File: config.mk
export PLATFORM = sky130hd
export DESIGN_NAME = serial_add_sub
export DESIGN_NICKNAME = d
export VERILOG_FILES = /design/src/rtl/serial_add_sub.sv
export SDC_FILE = /design/constraint.sdc
export NUM_CORES = 1
export LEC_CHECK = 0
export ABC_AREA = 0
export BUFFER_PORTS_ARGS = -buffer_cell sky130_fd_sc_hd__buf_2
export CORE_MARGIN = 5
export CORE_UTILIZATION = 45
export DETAILED_ROUTE_END_ITERATION = 6
export MAX_ROUTING_LAYER = met4
export PLACE_DENSITY = 0.66
export SYNTH_ARGS = -nofsm -noshare
export SYNTH_HDL_FRONTEND = slang
export SYNTH_SLANG_ARGS = --single-unit
File: constraint.sdc
create_clock -name clk -period 10.1 [get_ports clk]
set_input_delay 0 -clock clk [delete_from_list [all_inputs] [get_ports clk]]
set_output_delay 0 -clock clk [all_outputs]
set_load 0.05 [all_outputs]
File: src/rtl/serial_add_sub.sv
// Chunk-serial adder/subtractor: CHUNK bits per cycle with a registered carry between
// chunks, so the combinational carry chain never exceeds CHUNK bits.
module serial_add_sub #(
    parameter int WIDTH = 32,
    parameter int CHUNK = 8
) (
    input  logic             clk,
    input  logic             rst,
    input  logic             start,
    input  logic             op,
    input  logic [WIDTH-1:0] a,
    input  logic [WIDTH-1:0] b,
    output logic             busy,
    output logic             done,
    output logic [WIDTH-1:0] result,
    output logic             cout,
    output logic             ovf,
    output logic             zero
);
    localparam int NCHUNK = WIDTH / CHUNK;
    localparam int IW = (NCHUNK > 1) ? $clog2(NCHUNK) : 1;
    localparam logic [IW-1:0] LAST = IW'(NCHUNK - 1);

    typedef enum logic [1:0] {IDLE, RUN, DONE} state_t;

    state_t           state, state_nxt;
    logic [WIDTH-1:0] a_q, bx_q, work_q, work_nxt;
    logic [IW-1:0]    idx;
    logic             carry;
    logic [CHUNK:0]   chunk_sum;
    logic             accept, last;
    int               base;

    // NOTE: every signal written here gets a default first, so no path leaves it unassigned (no latch).
    always_comb begin
        state_nxt = state;
        accept    = 1'b0;
        last      = 1'b0;
        busy      = 1'b0;
        done      = 1'b0;
        unique case (state)
            IDLE: begin
                if (start) begin
                    accept    = 1'b1;
                    state_nxt = RUN;
                end
            end
            RUN: begin
                busy = 1'b1;
                if (idx == LAST) begin
                    last      = 1'b1;
                    state_nxt = DONE;
                end
            end
            DONE: begin
                done      = 1'b1;
                accept    = start;
                state_nxt = start ? RUN : IDLE;
            end
            default: state_nxt = IDLE;
        endcase
    end

    // One CHUNK-wide slice of the shared adder; subtraction already lives in bx_q and carry.
    always_comb begin
        base      = int'(idx) * CHUNK;
        chunk_sum = {1'b0, a_q[base +: CHUNK]} + {1'b0, bx_q[base +: CHUNK]}
                  + {{CHUNK{1'b0}}, carry};
        work_nxt  = work_q;
        work_nxt[base +: CHUNK] = chunk_sum[CHUNK-1:0];
    end

    // NOTE: sequential state uses non-blocking assignments so every register sees pre-edge values.
    always_ff @(posedge clk) begin
        if (rst) begin
            state  <= IDLE;
            idx    <= '0;
            carry  <= 1'b0;
            result <= '0;
            cout   <= 1'b0;
            ovf    <= 1'b0;
            zero   <= 1'b0;
        end else begin
            state <= state_nxt;
            if (accept) begin
                idx   <= '0;
                carry <= op;
            end else if (busy) begin
                idx   <= last ? '0 : idx + 1'b1;
                carry <= chunk_sum[CHUNK];
            end
            // The last chunk is folded in directly so the flags are ready in the done cycle.
            if (last) begin
                result <= work_nxt;
                cout   <= chunk_sum[CHUNK];
                ovf    <= (a_q[WIDTH-1] == bx_q[WIDTH-1]) && (work_nxt[WIDTH-1] != a_q[WIDTH-1]);
                zero   <= (work_nxt == '0);
            end
        end
    end

    // NOTE: operand and work registers have no reset; they are always reloaded before being read.
    always_ff @(posedge clk) begin
        if (accept) begin
            a_q  <= a;
            bx_q <= b ^ {WIDTH{op}};
        end else if (busy) begin
            work_q <= work_nxt;
        end
    end
endmodule
**Word-level counts from Yosys, hierarchy flattened**

Cells that the tools add are included.
W data, S select, Z words.

- Equality and inequality tests: 7
- $lt $le $gt $ge: 0
- Multiplexer cells: 14
- Multiply operators: 0
- Shift-type cells: 4
- Add/sub/neg operators: 4
- Bitwise logic cells: 2
- Div/mod/pow operators: 0
- Reductions and logical operators: 7

Operators with widths:

| kind | count |
|---|---|
| $shiftx A32 B6 Y8 | 2 |
| $neg A5 Y33 | 1 |
| $shift A8 B33 Y32 const A | 1 |
| $shiftx A8 B33 Y32 | 1 |
| $bwmux W32 | 1 |
| $logic_not A32 Y1 | 1 |
| $xor A32 B32 Y32 | 1 |
| $add A8 B8 Y9 | 1 |
| $add A9 B1 Y9 | 1 |
| $mux W1 | 8 |
| $mux W2 | 3 |
| $pmux W2 S3 | 1 |
| $eq A2 B2 Y1 const B | 2 |
| $ne A2 B2 Y1 const B | 2 |
| $reduce_and A2 Y1 | 2 |
| $add A2 B1 Y2 const B | 1 |
| $eq A2 B1 Y1 const B | 1 |
| $logic_not A2 Y1 | 1 |
| $pmux W1 S2 | 1 |
| $reduce_bool A2 Y1 | 1 |
| $reduce_or A2 Y1 | 1 |
| $eq A1 B1 Y1 | 1 |
| $logic_and A1 B1 Y1 | 1 |
| $ne A1 B1 Y1 | 1 |
| $not A1 Y1 | 1 |

- Bits in registers: 136
- Bits in read-only memories: 0
- Bits in writable memories: 0
- Input port bits: 68
- Output and inout port bits: 37
- Word-level logic and storage cells: 48
- Memories: 0
- Bits in latches: 0

**Depth between registers and ports, before layout**

- Word-level depth: 7
- Mapped depth: 13
- Gate-level depth less buffers: 11

**Worst setup path before layout**

OpenSTA, ideal clock, no wires.

- Path kind: flip-flop to flip-flop
- Start point: reg idx[0]
- End point: reg ovf
- Setup time: 0.079 ns
- Arrival: 3.323 ns
- Required time: 10.021 ns
- Period minus slack after synthesis: 3.403 ns
- Cell stages (with the launch flop): 13
- Buffers on the path: 3
- Slack: 6.697 ns
- Cells stage by stage: dfxtp_1 -> buf_2 -> buf_2 -> buf_2 -> mux4_2 -> ha_1 -> or2_4 -> o31a_1 -> a31oi_1 -> xor2_1 -> o22ai_2 -> o21a_1 -> a211oi_2

- Word-level cells in the longest chain between the ends: 7
- Elaborated cells on any way between the ends: 13
- Those cells by class: 3 x add/sub; 2 x eq/ne; 4 x shift; 3 x mux; 1 x reduce/logical

Ends and longest elaborated chain:

| what | line | source |
|---|---|---|
| start: declaration | 28 | `logic [IW-1:0] idx;` |
| start signal: assignment | 89 | `idx <= last ? '0 : idx + 1'b1;` |
| $shiftx A32 B6 Y8 | 67 | `chunk_sum = {1'b0, a_q[base +: CHUNK]} + {1'b0, bx_q[base +: CHUNK]}` |
| $add A8 B8 Y9 | 67 |  |
| $add A9 B1 Y9 | 68 | `+ {{CHUNK{1'b0}}, carry};` |
| $shiftx A8 B33 Y32 | 70 | `work_nxt[base +: CHUNK] = chunk_sum[CHUNK-1:0];` |
| $bwmux W32 * | 70 |  |
| net work_nxt[31] | 27 | `logic [WIDTH-1:0] a_q, bx_q, work_q, work_nxt;` |
| $ne A1 B1 Y1 * | 96 | `ovf <= (a_q[WIDTH-1] == bx_q[WIDTH-1]) && (work_nxt[WIDTH-1] != a_q[WIDTH-1]);` |
| $logic_and A1 B1 Y1 * | 96 |  |
| end signal: assignment | 96 |  |
| end: declaration | 17 | `output logic ovf,` |

The timed path passes the listed nets; every way through them passes the cells marked *.
A chain may end at the register's enable or synchronous reset.

**Worst setup path after layout**

- Start point: reg idx[0]
- End point: reg zero

- Word-level cells in the longest chain between the ends: 6
- Elaborated cells on any way between the ends: 12
- Those cells by class: 3 x add/sub; 1 x eq/ne; 4 x shift; 3 x mux; 1 x reduce/logical

Ends and longest elaborated chain:

| what | line | source |
|---|---|---|
| $shiftx A32 B6 Y8 | 67 |  |
| $add A8 B8 Y9 | 67 |  |
| $add A9 B1 Y9 | 68 |  |
| $shiftx A8 B33 Y32 | 70 |  |
| $bwmux W32 | 70 |  |
| $logic_not A32 Y1 | 97 | `zero <= (work_nxt == '0);` |
| end signal: assignment | 97 |  |
| end: declaration | 18 | `output logic zero` |

Several ways; a longest one is shown, not always the timed one.

==> flow_metrics.py <==
metrics = {
    "clock_tree": {
        "cts_tree": "yes",
        "cts_setup_buffers": 0,
        "post_cts_resized": 0,
        "numCtsBuffers": 17,
        "clock_latency_ns": 0.43,
        "htree_num_levels": 4,
        "root_buffer": "clkbuf_16",
        "path_clk_slew_ns": 0.06,
        "clock_sinks": 136,
        "clk_path_buf_depth": 2,
    },
    "setup_path": {
        "worstSetupStartpoint": "idx[0]$_SDFFE_PP0P_",
        "required_ns": 10.41,
        "r2r_start": "idx[0]$_SDFFE_PP0P_",
        "critical_path_class": "flip-flop to flip-flop",
        "max_stage_delay_ns": 0.87,
        "cp_cell_sequence": "mux4_2 > fa_1 > inv_1 > fa_1 > nand2b_1 > a21oi_1 > o311a_2 > nor3_1 > a22oi_1 > o2111ai_1 > o21ai_1",
        "slowest_stage": "dfxtp_2",
        "cp-start-kind": "flip-flop",
        "cpMostUsedCell": "fa_1",
        "end_kind": "flip-flop",
        "worstPathMaxFanout": 29,
        "cp.arrival_ns": 4.15,
    },
    "timing": {
        "max_freq_ghz": 0.2607,
        "fin_worst_skew_ns": 0.008271,
        "slew_violations": 0,
        "period_minus_slack_ns": 3.836,
        "hold_viol": 0,
        "slew_headroom_pct": 39.60,
        "rsz0062_at_grt": "no",
        "finalHoldWorstSlack_ns": 0.06000,
        "setup_viol": 0,
        "worst_slew_pin_slew_ns": 0.9060,
        "period_share_pct": 37.98,
        "tns_ns": 0,
    },
    "synthesis": {
        "synth_cell_types": 53,
        "async_reset_ff_share_pct": 0,
        "yosys-top-cells-area": "edfxtp_1, dfxtp_1, mux4_2",
        "synth_seq_cells": 136,
        "synthesis.nets": 563,
        "synth_edf_count": 96,
        "synth-compound-area-share_pct": 8.491,
        "synth_top_area_share_pct": 47.83,
        "synth-xor-area-share_pct": 5.667,
        "yosysTopAreaCell": "edfxtp_1",
        "syn_inst": 480,
        "syn-cell-area_um2": 6027,
        "yosys.area_share.simple_pct": 11.02,
        "yosys.area_share.adder_pct": 3.363,
        "synth_top_family_by_area": "simple AND/OR/NAND/NOR gates",
        "ys.flop_type": "edfxtp_1",
        "synth_warnings": 0,
        "seq_area_frac_synth_pct": 61.12,
        "synth_mux_area_share_pct": 6.145,
        "synth.avg_cell_area_um2": 12.56,
    },
    "layout": {
        "drive_above_1_share_pct": 24.66,
        "nFillCells": 1062,
        "final_nets": 727,
        "area_delta_synth_final_pct": 30.29,
        "regArea_um2": 3685,
        "final_cells": 833,
        "multi_input_area_um2": 2100,
        "n_antenna_cell": 0,
    },
    "drt": {
        "wl_mm": 14.73,
        "drc_errors": 0,
        "num_vias": 4272,
        "first_pass_iters": 4,
        "drtIter0Drc": 260,
        "wl_per_cell_um": 17.68,
        "antenna_left": 0,
        "viasPerCell": 5.128,
    },
    "floorplan": {
        "core.rowCount": 42,
        "start_util_pct": 45.69,
        "die_area_um2": 15810,
        "die_x_um": 125.7,
        "dieHeight_um": 125.7,
        "core-area_um2": 13190,
        "top_level_ports": 105,
    },
    "run_status": {
        "status": "completed",
    },
    "job": {
        "cap_violations": 0,
    },
    "grt": {
        "antenna_found_initial": 0,
        "grt_pass1_vias": 4515,
        "gr-total-overflow": 0,
        "grtUsageTotal_pct": 19.62,
        "grt_max_degree": 53,
        "grt_pass1_wl_mm": 23.42,
    },
    "pwr": {
        "p_comb_share_pct": 13.9,
        "power.net_switching_uw": 362.6,
        "power-per-cell-area_nw_per_um2": 182.5,
        "seqPwrFrac_pct": 45.6,
        "swShare_pct": 25.30,
        "intPower_mw": 1.071,
        "pwr-share-clk_pct": 40.4,
        "p_leak_nw": 3.076,
        "peakVddDrop_mv": 0.1019,
    },
    "placement": {
        "gp_congestion": 0.8924,
        "dp.cells": 737,
        "io_buffers": 104,
        "hpwl_mm": 9.407,
    },
    "min_path": {
        "hp-class": "primary input to flip-flop",
        "hp-start": "start",
    },
}
state kept, by name (all words and copies together) (netlist names):
signal	cells
zero	1
idx	2
ovf	1
a_q	32
work_q	32
cout	1
bx_q	32
carry	1
result	32
state	2
stage by stage:
| step | instance area [um2] | setup slack (ns) | util (%) | total power [mW] |
|---|---|---|---|---|
| 6_report | 7853 | 6.264 | 59.53 | 1.433 |
| 5_1_grt | 7853 | 5.975 | 59.53 | 1.489 |
| 4_1_cts | 7853 | 6.263 | 59.53 | 1.443 |
| 3_5_place_dp | 6660 | 6.291 | 50.49 | 0.8430 |
| 3_3_place_gp | 6660 | 6.389 | 50.49 | 0.8379 |
| 2_1_floorplan | 6027 | 6.697 | - | 0.7830 |
layer usage:
metal	vias up	track usage [%]	part of all wire, %
met4	0	6.877	1.8
met5	-	-	0
met1	2040	22.59	41
met2	139	33.32	52
met3	22	5.207	5.2
li1	2071	-	-
path summary, 6_finish.rpt:
path | end | slack (ns) | depth (start not counted)
worst max-delay path | zero$_SDFFE_PP0P_ | 6.26 | 11
worst max register to register | zero$_SDFFE_PP0P_ | 6.26 | 11
worst min-delay path | a_q[20]$_DFFE_PP_ | 0.06 | 2
worst min register to register | result[13]$_SDFFE_PP0P_ | 0.45 | 2
cells in the final DEF, fill, tap and decap left out, types with 3 or more instances in the layout:
| master | synthesis | final |
|---|---|---|
| o2bb2ai_1 | 7 | 7 |
| mux4_2 | 16 | 16 |
| nand2_1 | 13 | 13 |
| nor3_1 | 26 | 26 |
| a22oi_1 | 3 | 3 |
| nand4bb_1 | 3 | 3 |
| nor4_1 | 6 | 6 |
| edfxtp_1 | 96 | 96 |
| a21oi_1 | 17 | 17 |
| xor2_1 | 35 | 35 |
| clkinv_2 | 0 | 3 |
| nor2_1 | 75 | 75 |
| clkbuf_16 | 0 | 17 |
| ha_1 | 13 | 13 |
| a22o_1 | 3 | 3 |
| dfxtp_1 | 40 | 39 |
| nor2b_1 | 5 | 4 |
| dlygate4sd3_1 | 0 | 64 |
| xnor2_1 | 4 | 4 |
| buf_2 | 4 | 104 |
| o21ai_0 | 5 | 5 |
| o22ai_1 | 14 | 14 |
| a211oi_1 | 8 | 8 |
| inv_1 | 30 | 30 |
| a31oi_1 | 3 | 3 |
| clkinv_4 | 0 | 4 |
| clkbuf_1 | 11 | 4 |
| nand2b_1 | 4 | 4 |
area by class of cell:
type	instances	share of cell area, %
Multi-Input combinational cell	287	26.74
Inverter	32	1.530
Tap cell	176	2.804
Timing Repair Buffer	170	14.98
Clock buffer	22	5.784
Sequential cell	136	46.92
Clock inverter	10	1.243
cells by family after synthesis:
kind of cell	after synthesis
mux	17
buf+inv	57
fa+ha+maj	15
xor+xnor	39
flops	136
simple gates	142
compound gates	74
synth_stat cells, types with 5 or more instances:
cell	number
o22ai_1	14
a211oi_1	8
edfxtp_1	96
a21oi_1	17
clkbuf_1	11
nor2b_1	5
nor2_1	75
xor2_1	35
inv_1	30
dfxtp_1	40
mux4_2	16
nor3_1	26
nand2_1	13
buf_1	5
o21ai_0	5
o2bb2ai_1	7
nor4_1	6
ha_1	13
power by group through the flow:
stage               registers (mW)  logic [mW]  clock network, mW
floorplan                    0.659       0.124                  0
global placement             0.664       0.174                  0
detailed placement           0.666       0.177                  0
CTS                          0.655       0.197              0.592
global route                 0.657       0.217              0.615
finish                       0.654       0.200              0.580
critical path: cells and delay by family (launching register included):
kind / cells / cell delay [ns]
flip-flops: 1 / 0.87
AO/OA/AOI/OAI: 5 / 0.91
adder cells (fa/ha/maj): 2 / 0.63
buffers and inverters: 1 / 0.09
AND/OR/NAND/NOR: 2 / 0.59
multiplexers: 1 / 0.62
repair_timing:
item                       in CTS  in global routing
setup endpoints to repair       0                  0
hold endpoints to repair       64                  0
hold buffers                   64                  0
(Power assumes the default switching activity.)
